File: src/rtl/wb_port_arbiter_if.sv
// Bus bundle for wb_port_arbiter: WB and LL write requests in, register-file write port
// and reservation release out. The arbiter uses the slave modport and the requester side uses the master modport.
interface wb_port_arbiter_if #(
  parameter int XLEN  = 32,
  parameter int DEPTH = 4
);
  logic                   wb_valid;
  logic [4:0]             wb_rd;
  logic [XLEN-1:0]        wb_data;
  logic                   stall_WB;
  logic                   ll_valid;
  logic                   ll_ready;
  logic [4:0]             ll_rd;
  logic [XLEN-1:0]        ll_data;
  logic                   rf_we;
  logic [4:0]             rf_rd;
  logic [XLEN-1:0]        rf_wdata;
  logic                   rel_valid;
  logic [4:0]             rel_rd;
  logic [$clog2(DEPTH):0] ll_count;

  modport master (
    output wb_valid, wb_rd, wb_data, ll_valid, ll_rd, ll_data,
    input  stall_WB, ll_ready, rf_we, rf_rd, rf_wdata, rel_valid, rel_rd, ll_count
  );

  modport slave (
    input  wb_valid, wb_rd, wb_data, ll_valid, ll_rd, ll_data,
    output stall_WB, ll_ready, rf_we, rf_rd, rf_wdata, rel_valid, rel_rd, ll_count
  );
endinterface

File: src/rtl/wb_port_arbiter.sv
// Register-file write-port arbiter: WB has priority, LL results queue in a FIFO and drain into
// idle slots, with a starvation-forced LL slot. Define WB_ARB_WAW_KILL_EN for WAW kill bits.
module wb_port_arbiter #(
  parameter int XLEN       = 32,
  parameter int DEPTH      = 4,
  parameter int STARVE_MAX = 4
) (
  input  logic              clk,
  input  logic              reset,
  wb_port_arbiter_if.slave  bus
);
  localparam int PW = $clog2(DEPTH);
  localparam int CW = PW + 1;
  localparam int SW = $clog2(STARVE_MAX + 1);
  localparam logic [SW-1:0] STARVE_LIM = SW'(STARVE_MAX);
  localparam logic [CW-1:0] FULL_CNT   = CW'(DEPTH);

  typedef enum logic {ST_NORMAL, ST_FORCE} state_t;

  state_t          state_reg, state_next;
  logic [4:0]      fifo_rd   [DEPTH];
  logic [XLEN-1:0] fifo_data [DEPTH];
  logic [PW-1:0]   wr_ptr_reg, rd_ptr_reg;
  logic [CW-1:0]   count_reg;
  logic [SW-1:0]   starve_reg, starve_next;
  logic            fifo_empty, fifo_full;
  logic            push, pop, grant_wb;
  logic [4:0]      head_rd;
  logic [XLEN-1:0] head_data;
  logic            head_kill;
  logic            rf_we_reg, rel_valid_reg;
  logic [4:0]      rf_rd_reg;
  logic [XLEN-1:0] rf_wdata_reg;

  // Full is taken from the registered count only, so a same-cycle pop never opens a slot early.
  assign fifo_empty = (count_reg == '0);
  assign fifo_full  = (count_reg == FULL_CNT);
  assign push       = bus.ll_valid & ~fifo_full;
  assign head_rd    = fifo_rd[rd_ptr_reg];
  assign head_data  = fifo_data[rd_ptr_reg];

  always_comb begin
    state_next  = ST_NORMAL;
    grant_wb    = 1'b0;
    pop         = 1'b0;
    starve_next = starve_reg;
    case (state_reg)
      ST_FORCE: begin
        pop         = ~fifo_empty;
        starve_next = '0;
        state_next  = ST_NORMAL;
      end
      default: begin
        if (bus.wb_valid) begin
          grant_wb = 1'b1;
        end else if (!fifo_empty) begin
          pop = 1'b1;
        end
        if (pop) begin
          starve_next = '0;
        end else if (grant_wb && !fifo_empty) begin
          starve_next = starve_reg + 1'b1;
        end
        if (starve_next >= STARVE_LIM) begin
          state_next = ST_FORCE;
        end
      end
    endcase
  end

  always_ff @(posedge clk or posedge reset) begin
    if (reset) begin
      state_reg  <= ST_NORMAL;
      starve_reg <= '0;
    end else begin
      state_reg  <= state_next;
      starve_reg <= starve_next;
    end
  end

  always_ff @(posedge clk or posedge reset) begin
    if (reset) begin
      wr_ptr_reg <= '0;
      rd_ptr_reg <= '0;
      count_reg  <= '0;
    end else begin
      if (push) begin
        wr_ptr_reg <= wr_ptr_reg + 1'b1;
      end
      if (pop) begin
        rd_ptr_reg <= rd_ptr_reg + 1'b1;
      end
      case ({push, pop})
        2'b10:   count_reg <= count_reg + 1'b1;
        2'b01:   count_reg <= count_reg - 1'b1;
        default: count_reg <= count_reg;
      endcase
    end
  end

  // Payload storage carries no reset; occupancy is tracked by the pointers and count.
  always_ff @(posedge clk) begin
    if (push) begin
      fifo_rd[wr_ptr_reg]   <= bus.ll_rd;
      fifo_data[wr_ptr_reg] <= bus.ll_data;
    end
  end

`ifdef WB_ARB_WAW_KILL_EN
  logic [DEPTH-1:0] kill_reg;

  // A newly pushed entry is younger than the concurrent WB write, so push clears rather than kills.
  generate
    for (genvar gi = 0; gi < DEPTH; gi++) begin : g_kill
      always_ff @(posedge clk or posedge reset) begin
        if (reset) begin
          kill_reg[gi] <= 1'b0;
        end else if (push && (wr_ptr_reg == PW'(gi))) begin
          kill_reg[gi] <= 1'b0;
        end else if (grant_wb && (bus.wb_rd != 5'd0) && (fifo_rd[gi] == bus.wb_rd)) begin
          kill_reg[gi] <= 1'b1;
        end
      end
    end
  endgenerate

  assign head_kill = kill_reg[rd_ptr_reg];
`else
  assign head_kill = 1'b0;
`endif

  // x0 writes are consumed but never written or released; killed entries release without writing.
  always_ff @(posedge clk or posedge reset) begin
    if (reset) begin
      rf_we_reg     <= 1'b0;
      rel_valid_reg <= 1'b0;
      rf_rd_reg     <= '0;
      rf_wdata_reg  <= '0;
    end else if (grant_wb) begin
      rf_we_reg     <= (bus.wb_rd != 5'd0);
      rel_valid_reg <= (bus.wb_rd != 5'd0);
      rf_rd_reg     <= bus.wb_rd;
      rf_wdata_reg  <= bus.wb_data;
    end else if (pop) begin
      rf_we_reg     <= (head_rd != 5'd0) & ~head_kill;
      rel_valid_reg <= (head_rd != 5'd0);
      rf_rd_reg     <= head_rd;
      rf_wdata_reg  <= head_data;
    end else begin
      rf_we_reg     <= 1'b0;
      rel_valid_reg <= 1'b0;
      rf_rd_reg     <= '0;
      rf_wdata_reg  <= '0;
    end
  end

  assign bus.stall_WB  = (state_reg == ST_FORCE) & bus.wb_valid;
  assign bus.ll_ready  = ~fifo_full;
  assign bus.ll_count  = count_reg;
  assign bus.rf_we     = rf_we_reg;
  assign bus.rf_rd     = rf_rd_reg;
  assign bus.rf_wdata  = rf_wdata_reg;
  assign bus.rel_valid = rel_valid_reg;
  assign bus.rel_rd    = rf_rd_reg;
endmodule

File: src/flat_wrapper.sv
// flat-port wrapper written by rule: the top's interface ports become plain ports
module wb_port_arbiter_flat 
#(
  parameter int XLEN       = 32,
  parameter int DEPTH      = 4,
  parameter int STARVE_MAX = 4
)
  (clk, reset, bus_wb_valid, bus_wb_rd, bus_wb_data, bus_ll_valid, bus_ll_rd, bus_ll_data, bus_stall_WB, bus_ll_ready, bus_rf_we, bus_rf_rd, bus_rf_wdata, bus_rel_valid, bus_rel_rd, bus_ll_count);
  wb_port_arbiter_if #(.XLEN(XLEN), .DEPTH(DEPTH)) bus_i ();
  input  logic clk;
  input  logic reset;
  input wire logic [$bits(bus_i.wb_valid)-1:0] bus_wb_valid;
  input wire logic [$bits(bus_i.wb_rd)-1:0] bus_wb_rd;
  input wire logic [$bits(bus_i.wb_data)-1:0] bus_wb_data;
  input wire logic [$bits(bus_i.ll_valid)-1:0] bus_ll_valid;
  input wire logic [$bits(bus_i.ll_rd)-1:0] bus_ll_rd;
  input wire logic [$bits(bus_i.ll_data)-1:0] bus_ll_data;
  output wire logic [$bits(bus_i.stall_WB)-1:0] bus_stall_WB;
  output wire logic [$bits(bus_i.ll_ready)-1:0] bus_ll_ready;
  output wire logic [$bits(bus_i.rf_we)-1:0] bus_rf_we;
  output wire logic [$bits(bus_i.rf_rd)-1:0] bus_rf_rd;
  output wire logic [$bits(bus_i.rf_wdata)-1:0] bus_rf_wdata;
  output wire logic [$bits(bus_i.rel_valid)-1:0] bus_rel_valid;
  output wire logic [$bits(bus_i.rel_rd)-1:0] bus_rel_rd;
  output wire logic [$bits(bus_i.ll_count)-1:0] bus_ll_count;
  assign bus_i.wb_valid = bus_wb_valid;
  assign bus_i.wb_rd = bus_wb_rd;
  assign bus_i.wb_data = bus_wb_data;
  assign bus_i.ll_valid = bus_ll_valid;
  assign bus_i.ll_rd = bus_ll_rd;
  assign bus_i.ll_data = bus_ll_data;
  assign bus_stall_WB = bus_i.stall_WB;
  assign bus_ll_ready = bus_i.ll_ready;
  assign bus_rf_we = bus_i.rf_we;
  assign bus_rf_rd = bus_i.rf_rd;
  assign bus_rf_wdata = bus_i.rf_wdata;
  assign bus_rel_valid = bus_i.rel_valid;
  assign bus_rel_rd = bus_i.rel_rd;
  assign bus_ll_count = bus_i.ll_count;
  wb_port_arbiter #(.XLEN(XLEN), .DEPTH(DEPTH), .STARVE_MAX(STARVE_MAX)) u_core (.clk(clk), .reset(reset), .bus(bus_i));
endmodule
File: config.mk
export PLATFORM = sky130hd
export DESIGN_NAME = wb_port_arbiter_flat
export DESIGN_NICKNAME = d
export VERILOG_FILES = /design/src/rtl/wb_port_arbiter_if.sv /design/src/rtl/wb_port_arbiter.sv /design/src/flat_wrapper.sv
export SDC_FILE = /design/constraint.sdc
export NUM_CORES = 1
export LEC_CHECK = 0
export CAP_MARGIN = 20
export CORE_AREA = 4 4 119 121
export DETAILED_ROUTE_END_ITERATION = 10
export DIE_AREA = 0 0 123 125
export GPL_TIMING_DRIVEN = 0
export HOLD_SLACK_MARGIN = 0.08
export PLACE_DENSITY_LB_ADDON = 0.3
export SETUP_SLACK_MARGIN = 0.02
export SKIP_LAST_GASP = 1
export SLEW_MARGIN = 20
export SYNTH_ARGS = -nofsm -noshare
export SYNTH_HDL_FRONTEND = slang
export SYNTH_SLANG_ARGS = --single-unit
File: constraint.sdc
create_clock -name clk -period 4.8 [get_ports clk]
set_input_delay 1.44 -clock clk [delete_from_list [all_inputs] [get_ports clk]]
set_output_delay 1.44 -clock clk [all_outputs]
set_load 0.1 [all_outputs]
==> summary.txt, run 1 <==
Outcome
  • Status: completed

Worst hold path
  • Hold crit path type: reg -> reg

Logic synthesis
  • Yosys warns: 0
  • Synth area leaders: edfxtp_1 61%, dfrtp_1 17%, mux4_2 11%, a22o_1 4.5%, mux4_1 1.1%
  • Unique masters post-synth: 30
  • Main synth FF type: edfxtp_1
  • Syn nets: 424
  • Leading area contributor after synthesis: edfxtp_1
  • Seq/Total Area, Yosys: 0.777
  • Async SR Flop Fraction: 0.245
  • Post-Synthesis Cells: 339
  • Yosys top cell area share: 0.612
  • Top cells by count, synth: 148 x edfxtp_1, 48 x dfrtp_1, 37 x a22o_1
  • Synthesized area: 7260 um2
  • Yosys reg bits: slightly below 200
  • EDFF count, synth: approximately 150
  • Mean post-synth cell area: roughly 21 um2
  • Count leader, synth: edfxtp_1

Placement
  • Area after DPL: a little under 9000 um2
  • Post-DP HPWL: between 9000 and 10000 um
  • Number of port buffers: 126
  • Gpl congestion: ~0.73

Global route
  • GRT Residual Overflow: 0
  • First-pass GRT wire length: 22300 um
  • Largest net degree at the start of global routing: 32
  • Vias in the first global route: between 4000 and 5000
  • Initial antenna violation count: 0
  • GRT Resource Usage Total: 0.198

Floorplanning
  • Core region area: 13100 um2
  • I/O pin cnt: around 130
  • Initial core utilization: 0.555
  • Die Y: approximately 130 um
  • Die area: between 15000 and 20000 um2
  • Die X: roughly 120 um
  • Row count: 42

Critical path
  • Slowest-stage cell, CP: clkdlybuf4s50_1
  • CP top delay family: buffers and inverters
  • Startpoint Class: input port
  • Worst Path Buf+Inv: 2
  • WP data arrival: between 3 and 4 ns
  • CP peak stage delay: about 1.1 ns
  • Setup CP Type: in -> out
  • Crit. End Element: output pin
  • Most frequent CP cell: clkdlybuf4s50_1
  • Crit Path Max Fanout: 4
  • Worst endpoint required time: 3.36 ns
  • Critical-path cell list: clkdlybuf4s50_1 -> and2_1 -> clkdlybuf4s50_1

Job
  • Max_cap viols: 0

Route
  • DR iter-0 viols: roughly 240
  • TritonRoute pass-1 iters: 4
  • Avg Vias per Cell: about 5.5
  • Routed vias: 3743
  • Detail Route Antenna Nets: 0
  • Wirelength, routed: roughly 14000 um
  • DR WL/cell: about 21 um
  • Residual DRC: 0

Finish
  • Share of cells above drive strength 1: 0.165
  • Nets: 574
  • Largest register FFs: roughly 130
  • Fin area: 9440 um2
  • Number of diodes: 0
  • Area growth syn-to-layout: 30.0%

STA
  • Fin crit share: 0.973
  • TNS Setup: 0 ns
  • # setup viols final: 0
  • Max-slew violations: 0
  • Worst slew margin: 0.303
  • Fmax achieved: between 200 and 250 MHz
  • Final hold vios: 0
  • Worst-Margin Slew: about 1.0 ns
  • Final worst path period need: around 4.7 ns
  • Clk_skew: about 0.0079 ns
  • RSZ-0062 raised after global routing: no

Power
  • Pwr/cell area: between 600 and 700 nW/um2
  • Peak supply drop: slightly above 0.4 mV
  • Seq pwr share: 0.367
  • P_sw: between 0.002 and 0.003 W
  • Fraction of power spent switching nets: 0.398
  • P_leak: ~3.4 nW
  • Clock Power Share: 0.206
  • Combinational share of power: 0.427
  • Pint: roughly 0.0039 W

Clocking
  • Skew-Pair Late Insertion Delay: around 0.42 ns
  • Clock Tree Buf Depth: 2
  • H-Tree Depth: 4
  • # hold bufs at CTS: 0
  • CTS Buf Count: 17
  • Clock Root Buffer: clkbuf_16
  • Post-CTS Repair Setup Buffers: 0
  • Clock sinks: between 150 and 200
  • CTS clk-pin slew, worst paths: 0.07 ns
  • PostCTS Resize Cnt: 0
  • TritonCTS clock tree: built
[stage by stage]
step	instances	hold slack (ns)	worst slack, ns	utilization	total power (W)
after floorplan	339	0.436	1.12	-	0.00447
after CTS	678	0.488	0.125	0.721	0.00659
after global placement	641	0.467	0.147	0.668	0.00515
after global routing	678	0.509	0.0971	0.721	0.00681
final	678	0.488	0.130	0.721	0.00652
after detailed placement	646	0.467	0.131	0.678	0.00524
[placed cells by master, fill, tap and decap left out, types with 4 or more instances in the layout]
master           count
a22o_1              37
and3_2               4
buf_4                6
clkbuf_1            11
clkbuf_16           17
clkdlybuf4s50_1    126
clkinvlp_4           6
dfrtp_1             48
edfxtp_1           148
ha_1                 6
inv_1                6
mux4_2              34
nand2_1              4
[metal layers]
metal | track usage | share of wire | wire length (um)
met5 | 0 | 0 | 0
met4 | 0.0619 | 0.012 | 174
met3 | 0.0664 | 0.076 | 1080
met2 | 0.313 | 0.50 | 7140
met1 | 0.265 | 0.41 | 5830
[area by class of cell]
cell class | count | area (um2)
Multi-Input combinational cell | 114 | 1480
Timing Repair Buffer | 131 | 1380
Clock inverter | 14 | 139
Fill cell | 790 | 3650
Clock buffer | 18 | 429
Inverter | 7 | 26.3
Sequential cell | 196 | 5650
Buffer | 22 | 116
Tap cell | 176 | 220
[power by group through the flow]
stage	sequential (W)	combinational (W)	clock, W
global placement	0.00242	0.00273	0
floorplan	0.00341	0.00106	0
detailed placement	0.00243	0.00281	0
finish	0.00239	0.00278	0.00135
global route	0.00243	0.00293	0.00145
CTS	0.00240	0.00283	0.00137
[worst paths after layout]
check / startpoint / to / slack [ns] / depth (start not counted)
setup / recovery: bus_wb_valid / bus_stall_WB / 0.13 / 3
hold / removal: u_core.starve_reg[2]$_DFF_PP0_ / u_core.starve_reg[0]$_DFF_PP0_ / 0.49 / 1
setup reg to reg: u_core.bus.ll_count[2]$_DFFE_PP0P_ / u_core.bus.ll_count[2]$_DFFE_PP0P_ / 2.23 / 9
hold reg to reg: u_core.starve_reg[2]$_DFF_PP0_ / u_core.starve_reg[0]$_DFF_PP0_ / 0.49 / 1
max in group asynchronous: reset / u_core.rd_ptr_reg[1]$_DFFE_PP0P_ / 2.91 / 3
min in group asynchronous: reset / u_core.bus.rf_wdata[0]$_DFF_PP0_ / 1.36 / 2
[cell families (layout without fill, tap and decap cells)]
kind of cell,Yosys count,after routing,synth area share
and+or+nand+nor,21,21,0.0160
AOI/OAI and AO/OA,41,41,0.0474
muxes,39,39,0.119
adders and majority gates,7,7,0.0131
xor gates and xnor gates,6,6,0.00724
DFF,196,196,0.777
buffers and inverters,29,192,0.0196
No activity file was read; power rests on OpenSTA's default activity.
==> inputs of run 2 (changes only) <==
GPL_ROUTABILITY_DRIVEN = 0   (was default)
==> results of run 2 <==
Same layout as run 1: the final DEF is identical, and so are final timing and power.
